`src/rtl/prog_loader.sv`:
```
// Boot-time program loader: assembles UART bytes into little-endian 32-bit words,
// writes them to instruction memory, and releases the core after a verified checksum.
module prog_loader #(
   parameter int unsigned ADDR_WIDTH     = 8,
   parameter logic [7:0]  SYNC_BYTE      = 8'hA5,
   parameter int unsigned TIMEOUT_CYCLES = 1000000,
   parameter int unsigned RST_HOLD       = 4
) (
   input  logic                  i_Clk,
   input  logic                  i_Rst,
   input  logic                  i_Reload,
   input  logic                  i_Rx_Valid,
   input  logic [7:0]            iv_Rx_Byte,
   output logic                  o_Wr_En,
   output logic [ADDR_WIDTH-1:0] ov_Wr_Addr,
   output logic [31:0]           ov_Wr_Data,
   output logic                  o_Core_Rst,
   output logic                  o_Core_Enb,
   output logic                  o_Done,
   output logic                  o_Err
);

   localparam int unsigned TW = $clog2(TIMEOUT_CYCLES + 1);
   localparam int unsigned HW = (RST_HOLD > 1) ? $clog2(RST_HOLD) : 1;
   localparam logic [TW-1:0] TIMEOUT_LAST = TW'(TIMEOUT_CYCLES - 1);
   localparam logic [HW-1:0] HOLD_LAST    = HW'(RST_HOLD - 1);
   localparam logic [16:0]   MAX_WORDS    = 17'(1 << ADDR_WIDTH);

   typedef enum logic [2:0] {
      S_IDLE,
      S_CNT_LO,
      S_CNT_HI,
      S_DATA,
      S_CSUM,
      S_HOLD,
      S_RUN,
      S_ERROR
   } state_t;

   state_t                state, state_n;
   logic [15:0]           count, count_n;
   logic [ADDR_WIDTH-1:0] word_idx, word_idx_n;
   logic [1:0]            byte_idx, byte_idx_n;
   logic [23:0]           asm_word, asm_word_n;
   logic [7:0]            csum, csum_n;
   logic [TW-1:0]         timer, timer_n;
   logic [HW-1:0]         hold_cnt, hold_cnt_n;
   logic                  wr_en_n;
   logic [ADDR_WIDTH-1:0] wr_addr_n;
   logic [31:0]           wr_data_n;
   logic                  core_rst_n, core_enb_n, done_n, err_n;

   logic                  in_frame;
   logic                  is_sync;
   logic [15:0]           new_count;
   logic                  last_word;

   assign in_frame  = (state == S_CNT_LO) || (state == S_CNT_HI) ||
                      (state == S_DATA)   || (state == S_CSUM);
   assign is_sync   = i_Rx_Valid && (iv_Rx_Byte == SYNC_BYTE);
   assign new_count = {iv_Rx_Byte, count[7:0]};
   assign last_word = (16'(word_idx) == (count - 16'd1));

   always_ff @(posedge i_Clk or posedge i_Rst) begin
      if (i_Rst) begin
         state      <= S_IDLE;
         count      <= '0;
         word_idx   <= '0;
         byte_idx   <= '0;
         asm_word   <= '0;
         csum       <= '0;
         timer      <= '0;
         hold_cnt   <= '0;
         o_Wr_En    <= 1'b0;
         ov_Wr_Addr <= '0;
         ov_Wr_Data <= '0;
         o_Core_Rst <= 1'b1;
         o_Core_Enb <= 1'b0;
         o_Done     <= 1'b0;
         o_Err      <= 1'b0;
      end else begin
         state      <= state_n;
         count      <= count_n;
         word_idx   <= word_idx_n;
         byte_idx   <= byte_idx_n;
         asm_word   <= asm_word_n;
         csum       <= csum_n;
         timer      <= timer_n;
         hold_cnt   <= hold_cnt_n;
         o_Wr_En    <= wr_en_n;
         ov_Wr_Addr <= wr_addr_n;
         ov_Wr_Data <= wr_data_n;
         o_Core_Rst <= core_rst_n;
         o_Core_Enb <= core_enb_n;
         o_Done     <= done_n;
         o_Err      <= err_n;
      end
   end

   always_comb begin
      state_n    = state;
      count_n    = count;
      word_idx_n = word_idx;
      byte_idx_n = byte_idx;
      asm_word_n = asm_word;
      csum_n     = csum;
      timer_n    = timer;
      hold_cnt_n = hold_cnt;
      wr_en_n    = 1'b0;
      wr_addr_n  = ov_Wr_Addr;
      wr_data_n  = ov_Wr_Data;

      if (i_Reload) begin
         state_n    = S_IDLE;
         timer_n    = '0;
         hold_cnt_n = '0;
      end else begin
         // Expiry only fires on an idle cycle, so a byte on the expiry cycle wins.
         if (in_frame) begin
            if (i_Rx_Valid) begin
               timer_n = '0;
            end else if (timer == TIMEOUT_LAST) begin
               timer_n = '0;
               state_n = S_ERROR;
            end else begin
               timer_n = timer + 1'b1;
            end
         end

         case (state)
            S_IDLE: begin
               if (is_sync) begin
                  state_n = S_CNT_LO;
                  timer_n = '0;
               end
            end
            S_CNT_LO: begin
               if (i_Rx_Valid) begin
                  count_n[7:0] = iv_Rx_Byte;
                  state_n      = S_CNT_HI;
               end
            end
            S_CNT_HI: begin
               if (i_Rx_Valid) begin
                  count_n = new_count;
                  if ((new_count == 16'd0) || ({1'b0, new_count} > MAX_WORDS)) begin
                     state_n = S_ERROR;
                  end else begin
                     state_n    = S_DATA;
                     word_idx_n = '0;
                     byte_idx_n = '0;
                     csum_n     = '0;
                  end
               end
            end
            S_DATA: begin
               if (i_Rx_Valid) begin
                  csum_n = csum ^ iv_Rx_Byte;
                  case (byte_idx)
                     2'd0: begin
                        asm_word_n[7:0] = iv_Rx_Byte;
                        byte_idx_n      = 2'd1;
                     end
                     2'd1: begin
                        asm_word_n[15:8] = iv_Rx_Byte;
                        byte_idx_n       = 2'd2;
                     end
                     2'd2: begin
                        asm_word_n[23:16] = iv_Rx_Byte;
                        byte_idx_n        = 2'd3;
                     end
                     default: begin
                        wr_en_n    = 1'b1;
                        wr_addr_n  = word_idx;
                        wr_data_n  = {iv_Rx_Byte, asm_word};
                        byte_idx_n = 2'd0;
                        // Index stops at the last word so a full image never wraps.
                        if (last_word) begin
                           state_n = S_CSUM;
                        end else begin
                           word_idx_n = word_idx + 1'b1;
                        end
                     end
                  endcase
               end
            end
            S_CSUM: begin
               if (i_Rx_Valid) begin
                  if (iv_Rx_Byte == csum) begin
                     state_n    = S_HOLD;
                     hold_cnt_n = '0;
                  end else begin
                     state_n = S_ERROR;
                  end
               end
            end
            S_HOLD: begin
               if (hold_cnt == HOLD_LAST) begin
                  state_n = S_RUN;
               end else begin
                  hold_cnt_n = hold_cnt + 1'b1;
               end
            end
            S_RUN: begin
               state_n = S_RUN;
            end
            S_ERROR: begin
               if (is_sync) begin
                  state_n = S_CNT_LO;
                  timer_n = '0;
               end
            end
            default: begin
               state_n = S_IDLE;
            end
         endcase
      end

      // Core controls are registered from the next state so they switch cleanly.
      core_rst_n = (state_n != S_RUN);
      core_enb_n = (state_n == S_RUN);
      done_n     = (state_n == S_RUN);
      err_n      = (state_n == S_ERROR);
   end

endmodule
```
`config.mk`:
```
export PLATFORM = sky130hd
export DESIGN_NAME = prog_loader
export DESIGN_NICKNAME = d
export VERILOG_FILES = /design/src/rtl/prog_loader.sv
export SDC_FILE = /design/constraint.sdc
export NUM_CORES = 1
export LEC_CHECK = 0
export BUFFER_PORTS_ARGS = -buffer_cell sky130_fd_sc_hd__buf_2
export CAP_MARGIN = 15
export CORE_UTILIZATION = 52
export CTS_CLUSTER_SIZE = 20
export DETAILED_ROUTE_END_ITERATION = 12
export GPL_TIMING_DRIVEN = 0
export MAX_ROUTING_LAYER = met4
export PLACE_DENSITY = 0.76
export RECOVER_POWER = 25
export SETUP_SLACK_MARGIN = 0.1
export SLEW_MARGIN = 0
export SYNTH_ARGS = -nofsm -noshare
export SYNTH_HDL_FRONTEND = slang
export SYNTH_SLANG_ARGS = --single-unit
export TNS_END_PERCENT = 50
```
`constraint.sdc`:
```
create_clock -name i_Clk -period 4.2 [get_ports i_Clk]
set_input_delay 0.21 -clock i_Clk [delete_from_list [all_inputs] [get_ports i_Clk]]
set_output_delay 0.21 -clock i_Clk [all_outputs]
set_load 0.02 [all_outputs]
```
# --- Yosys cells after proc, flatten, opt, wreduce, memory -nomap -nowiden ---
# Index checks and enable logic that the tools add are counted.
word_totals:
  register_bits: 127
  latchBits: 0
  ram_bits: 0
  mem_bits_ro: 0
  output_inout_bits: 45
  mem_count: 0
classes:
  add_sub_neg: 4
  multipliers: 0
  div_mod_pow: 0
  magnitude_cmp: 1
  n_eq_ne: 25
  n_shift: 0
  muxes: 45
  bitwise: 4
  n_reduce_logical: 21
ops:
  columns: ["op", "count"]
  rows:
  - ["2-to-1 mux 20 bit", 6]
  - ["2-to-1 mux 8 bit", 7]
  - ["case mux 8 bit (2 select lines)", 3]
  - ["2-to-1 mux 3 bit", 13]
  - ["AND reduction 4 bit", 6]
  - ["case mux 3 bit (7 select lines)", 1]
  - ["adder 20 x 1 -> 20 bit (second input constant)", 1]
  - ["equality test 20 bit (second input constant)", 1]
  - ["equality test 3 bit (second input constant)", 6]
  - ["equality test 8 x 16 -> 1 bit", 1]
  - ["> comparator 16 x 9 -> 1 bit (second input constant)", 1]
  - ["logical NOT 16 bit", 1]
  - ["2-to-1 mux 2 bit", 8]
  - ["subtractor 16 x 1 -> 16 bit (second input constant)", 1]
  - ["inequality test 2 bit (second input constant)", 5]
  - ["inequality test 3 bit (second input constant)", 3]
  - ["adder 8 x 1 -> 8 bit (second input constant)", 1]
  - ["equality test 8 bit", 1]
  - ["equality test 8 bit (second input constant)", 1]
  - ["case mux 2 bit (2 select lines)", 2]
  - ["bitwise XOR 8 bit", 1]
  - ["AND reduction 7 bit", 1]
  - ["equality test 3 x 2 -> 1 bit (second input constant)", 2]
  - ["case mux 2 bit (3 select lines)", 1]
  - ["other kinds (17)", 26]

# --- Depth between registers and ports, before layout ---
logic_depth:
  ltp_word: 11
  mapped_depth: 11
  depth_no_buf: 9

# --- Least setup slack after synthesis ---
# No wires, ideal clock.
synth_timing:
  kind: "flip-flop to flip-flop"
  start: "register count[0]"
  end: "register o_Done"
  arrival_time_ns: 2.505
  setup_slack_ns: 1.574
  path_stages_with_launch: 11
  path_buffers: 1
  synth_period_minus_slack_ns: 2.626
  path_cell_list: "dfrtp_1 -> inv_1 -> ha_1 -> or3b_1 -> clkbuf_1 -> nor4b_1 -> a211o_1 -> nand3_2 -> or4_4 -> a211o_1 -> o211a_1"
synth_via:
  elab_chain_cells: 8
synth_rtl:
  columns: ["item", "line_no", "text"]
  rows:
  - ["start: declaration", "41", "logic [15:0] count, count_n;"]
  - ["start signal: assignment", "83", "count <= count_n;"]
  - ["subtractor 16 x 1 -> 16 bit", "62", "assign last_word = (16'(word_idx) == (count - 16'd1));"]
  - ["equality test 8 x 16 -> 1 bit", "62", null]
  - ["2-to-1 mux 3 bit", "178", "if (last_word) begin"]
  - ["2-to-1 mux 3 bit", "159", "case (byte_idx)"]
  - ["2-to-1 mux 3 bit", "157", "if (i_Rx_Valid) begin"]
  - ["case mux 3 bit (7 select lines) (*)", "130", "case (state)"]
  - ["2-to-1 mux 3 bit (*)", "113", "if (i_Reload) begin"]
  - ["equality test 3 bit (*)", null, null]
  - ["named net core_enb_n", "51", "logic core_rst_n, core_enb_n, done_n, err_n;"]
  - ["end signal: assignment", "95", "o_Done <= done_n;"]
  - ["end: declaration", "19", "output logic o_Done,"]
# Mark *: on every way through the listed nets, which the timed path passes. The rest lies on a longest branch.
# A chain may end at the register's enable or synchronous reset.

# --- Worst setup path in the final report ---
layout_timing:
  start: "register count[0]"
  end: "register word_idx[2]"
layout_via:
  elab_chain_cells: 4
layout_rtl:
  columns: ["item", "line_no", "text"]
  rows:
  - ["subtractor 16 x 1 -> 16 bit (tied with other cells)", "62", null]
  - ["equality test 8 x 16 -> 1 bit / logical OR 1 bit (equally long branches)", "62, 146", null]
  - ["inequality test 2 bit (no source line)", null, null]
  - ["AND reduction 7 bit (no source line) (*)", null, null]
  - ["end signal: assignment", "84", "word_idx <= word_idx_n;"]
  - ["end: declaration", "42", "logic [ADDR_WIDTH-1:0] word_idx, word_idx_n;"]
# Every way passes the cells marked *; elsewhere a longest branch is shown, timed or not.

==> impl_metrics.json <==
{
  "post-route-util_pct": 63.2,
  "grt_setup_unrepaired": "no",
  "grt_pass1_vias": 4792,
  "crit_fanout": 10,
  "top_usage_layer": "met2",
  "synth_common_cells": "dfrtp_1, mux2_2, nor2_1, nand2_1, o21ai_0",
  "drc_errors": 2,
  "area_growth_syn_to_layout_pct": 16.7,
  "use_met2_pct": 38.5,
  "arrival_ns": 3.43,
  "ir_worst_vdd_v": 0.000400,
  "multi_input_area_mm2": 0.00293,
  "place_inst": 776,
  "powerDensity_mw_per_mm2": 444,
  "ant_nets": 0,
  "grt_util_met1_pct": 32.3,
  "cts_resized": 0,
  "tns_ns": 0,
  "fillers": 947,
  "grt_max_degree": 76,
  "seq_area_mm2": 0.00318,
  "ys_seq_area_share_pct": 50.5,
  "cts_root_buffer": "clkbuf_16",
  "synthArstFlopShare_pct": 100,
  "synth.largest_area_cell": "dfrtp_1",
  "post-route-min-period_ns": 3.13,
  "clock_latency_ns": 0.42,
  "hold_viol_final": 0,
  "clockPowerShare_pct": 45.4,
  "clk_path_buf_depth": 2,
  "place.gp.congestion": 0.938,
  "finalCritPeriodShare_pct": 74.5,
  "track_usage_pct": 24.9,
  "worstHoldEndpoint": "hold_cnt[0]",
  "cts_buffers": 17,
  "min_from": "i_Reload",
  "p_int_uw": 2370,
  "die-height_um": 112,
  "die_w_um": 112,
  "finalNetCount": 674,
  "rows": 39,
  "post-place-ws_ns": 1.19,
  "grt_pass1_wl_um": 23800,
  "core_area_mm2": 0.0116,
  "setup_viol": 0,
  "wirelength_um": 14300,
  "drive_gt1_share_pct": 23.8,
  "p_leak_uw": 0.00348,
  "r2r_end": "word_idx[2]",
  "synth_most_common_cell": "dfrtp_1",
  "drv_cap": 1,
  "num_vias": 4806,
  "fin_worst_skew_ns": 0.0130,
  "syn_avg_cell_area_um2": 10.8,
  "worstPathRequired_ns": 4.50,
  "status": "finished, violations left",
  "power_switching_uw": 891,
  "worst_r2r_path_depth": 11,
  "initial_utilization_pct": 54.2,
  "grt_overflow_total": 0,
  "synth_area_mm2": 0.00629,
  "via_per_inst": 5.93,
  "end_kind": "flop",
  "crit_type": "flop to flop",
  "firstDrtPassIters": 11,
  "synth_top_area_share_pct": 50.1,
  "hold_class": "input pin to flop",
  "finalWorstSetupSlack_ns": 1.07,
  "syn_inst": 581,
  "port_buffers": 51,
  "cts_sinks": 127,
  "yosys_warnings": 0,
  "synth_edf_count": 0,
  "p_seq_share_pct": 41.2,
  "synthesis.nets": 601,
  "antenna_found_initial": 0,
  "slew_headroom_pct": -59.1,
  "drv_slew": 53,
  "ys_ff_latch": 127,
  "num_antenna_cells": 0,
  "max_freq_ghz": 0.319,
  "htree_num_levels": 4,
  "yosys-top-cells-area": "dfrtp_1, mux2_2, o21ai_0",
  "violations": "design-rule violations, max-capacitance violations, max-slew violations",
  "use_met3_pct": 5.82,
  "r2r_start": "count[0]",
  "route.detailed.wl_per_inst_um": 17.6,
  "synthDistinctLibCells": 62,
  "post-dp-hpwl_um": 9600,
  "dieArea_mm2": 0.0125,
  "p_sw_share_pct": 27.3,
  "whs_path_depth": 2,
  "p_comb_share_pct": 13.3,
  "clk_pin_slew_worst_paths_ns": 0.06,
  "worst_pin_slew_ns": 2.37,
  "ios": 57,
  "synth_ff_type": "dfrtp_1",
  "cts_tree": "built",
  "layoutNonFillerInstCount": 810,
  "worstSetupStartpointType": "flop",
  "drt_iter0_markers": 307,
  "reg2reg_slack_ns": 1.07
}
-- kinds of logic (layout without fill, tap and decap cells) --
group / after synthesis / in the layout / synth area share, %
XOR/XNOR: 20 / 20 / 2.78
AO/OA/AOI/OAI: 107 / 107 / 11.3
adder cells (fa/ha/maj): 8 / 8 / 1.59
multiplexers: 83 / 83 / 14.8
AND/OR/NAND/NOR: 191 / 191 / 16.1
buffers and inverters: 45 / 131 / 2.88
flip-flops: 127 / 127 / 50.5
-- power by group through the flow --
| stage | Combinational [uW] | Sequential (uW) | Clock (uW) |
|---|---|---|---|
| 6_report | 435 | 1340 | 1480 |
| 5_1_grt | 478 | 1350 | 1540 |
| 4_1_cts | 435 | 1340 | 1500 |
| 3_5_place_dp | 428 | 1360 | 0 |
| 3_3_place_gp | 405 | 1360 | 0 |
| 2_1_floorplan | 338 | 1340 | 0 |
-- state kept, by name, summed over array words and instances, names as in the netlist --
name        flops
asm_word       24
byte_idx        2
count          16
csum            8
hold_cnt        2
o_Core_Rst      1
o_Done          1
o_Err           1
o_Wr_En         1
ov_Wr_Addr      8
ov_Wr_Data     32
state           3
timer          20
word_idx        8
-- metal layers --
metal  vias to the layer above  share of wire (%)
met5                         -                  0
met4                         0                1.4
met3                        21                5.5
met2                       135                 48
met1                      2393                 45
li1                       2257                  -
-- cells in the final DEF, fill, tap and decap left out, drive strengths merged, types with 10 or more instances in the layout --
cell,Yosys,layout
a21oi,24,24
o21ai,37,37
nand4,10,10
nand2b,10,10
clkbuf,27,70
nand2,42,42
xor2,11,11
mux2,78,78
inv,12,16
nor2,47,47
nor3,10,10
buf,6,35
dfrtp,126,126
nand3,13,13
-- area by class of cell --
class / count / share of cell area, %
clock inverter: 13 / 2.10
buffer: 33 / 1.86
multi-input combinational: 409 / 39.9
timing repair buffer: 54 / 3.70
tap: 143 / 2.44
inverter: 12 / 0.631
sequential: 127 / 43.3
clock buffer: 19 / 6.03
-- worst max-delay path, stage by stage, from the launching register on --
cell and delay (ns):
dfrtp_1 0.43, inv_1 0.08, ha_1 0.22, or3b_1 0.36, clkbuf_1 0.18, o21ai_0 0.37
a31oi_1 0.18, nor4b_1 0.40, o31a_2 0.25, buf_2 0.22, a21oi_1 0.10, a31o_2 0.22
-- metrics by stage --
step                total power, uW  hold WS [ns]  cell area, um^2
global placement               1760         0.456             6730
finish                         3260         0.168             7340
detailed placement             1790         0.293             6760
CTS                            3270         0.158             7360
floorplan                      1680         0.454             6290
global route                   3370         0.212             7340
-- what timing repair did --
item                      4_1_cts  5_1_grt
hold buffers                    1        0
buffers inserted                0        0
hold endpoints to repair       51        0
-- how the worst max path moves through the flow --
stage / end / cells after the start / startpoint
4_1_cts: word_idx[2] / 11 / count[0]
3_3_place_gp: o_Wr_En / 2 / i_Rst
2_1_floorplan: asm_word[0] / 1 / i_Rst
6_report: word_idx[2] / 11 / count[0]
3_5_place_dp: word_idx[2] / 11 / count[0]
5_1_grt: word_idx[2] / 11 / count[0]
No activity file was read; power rests on OpenSTA's default activity.
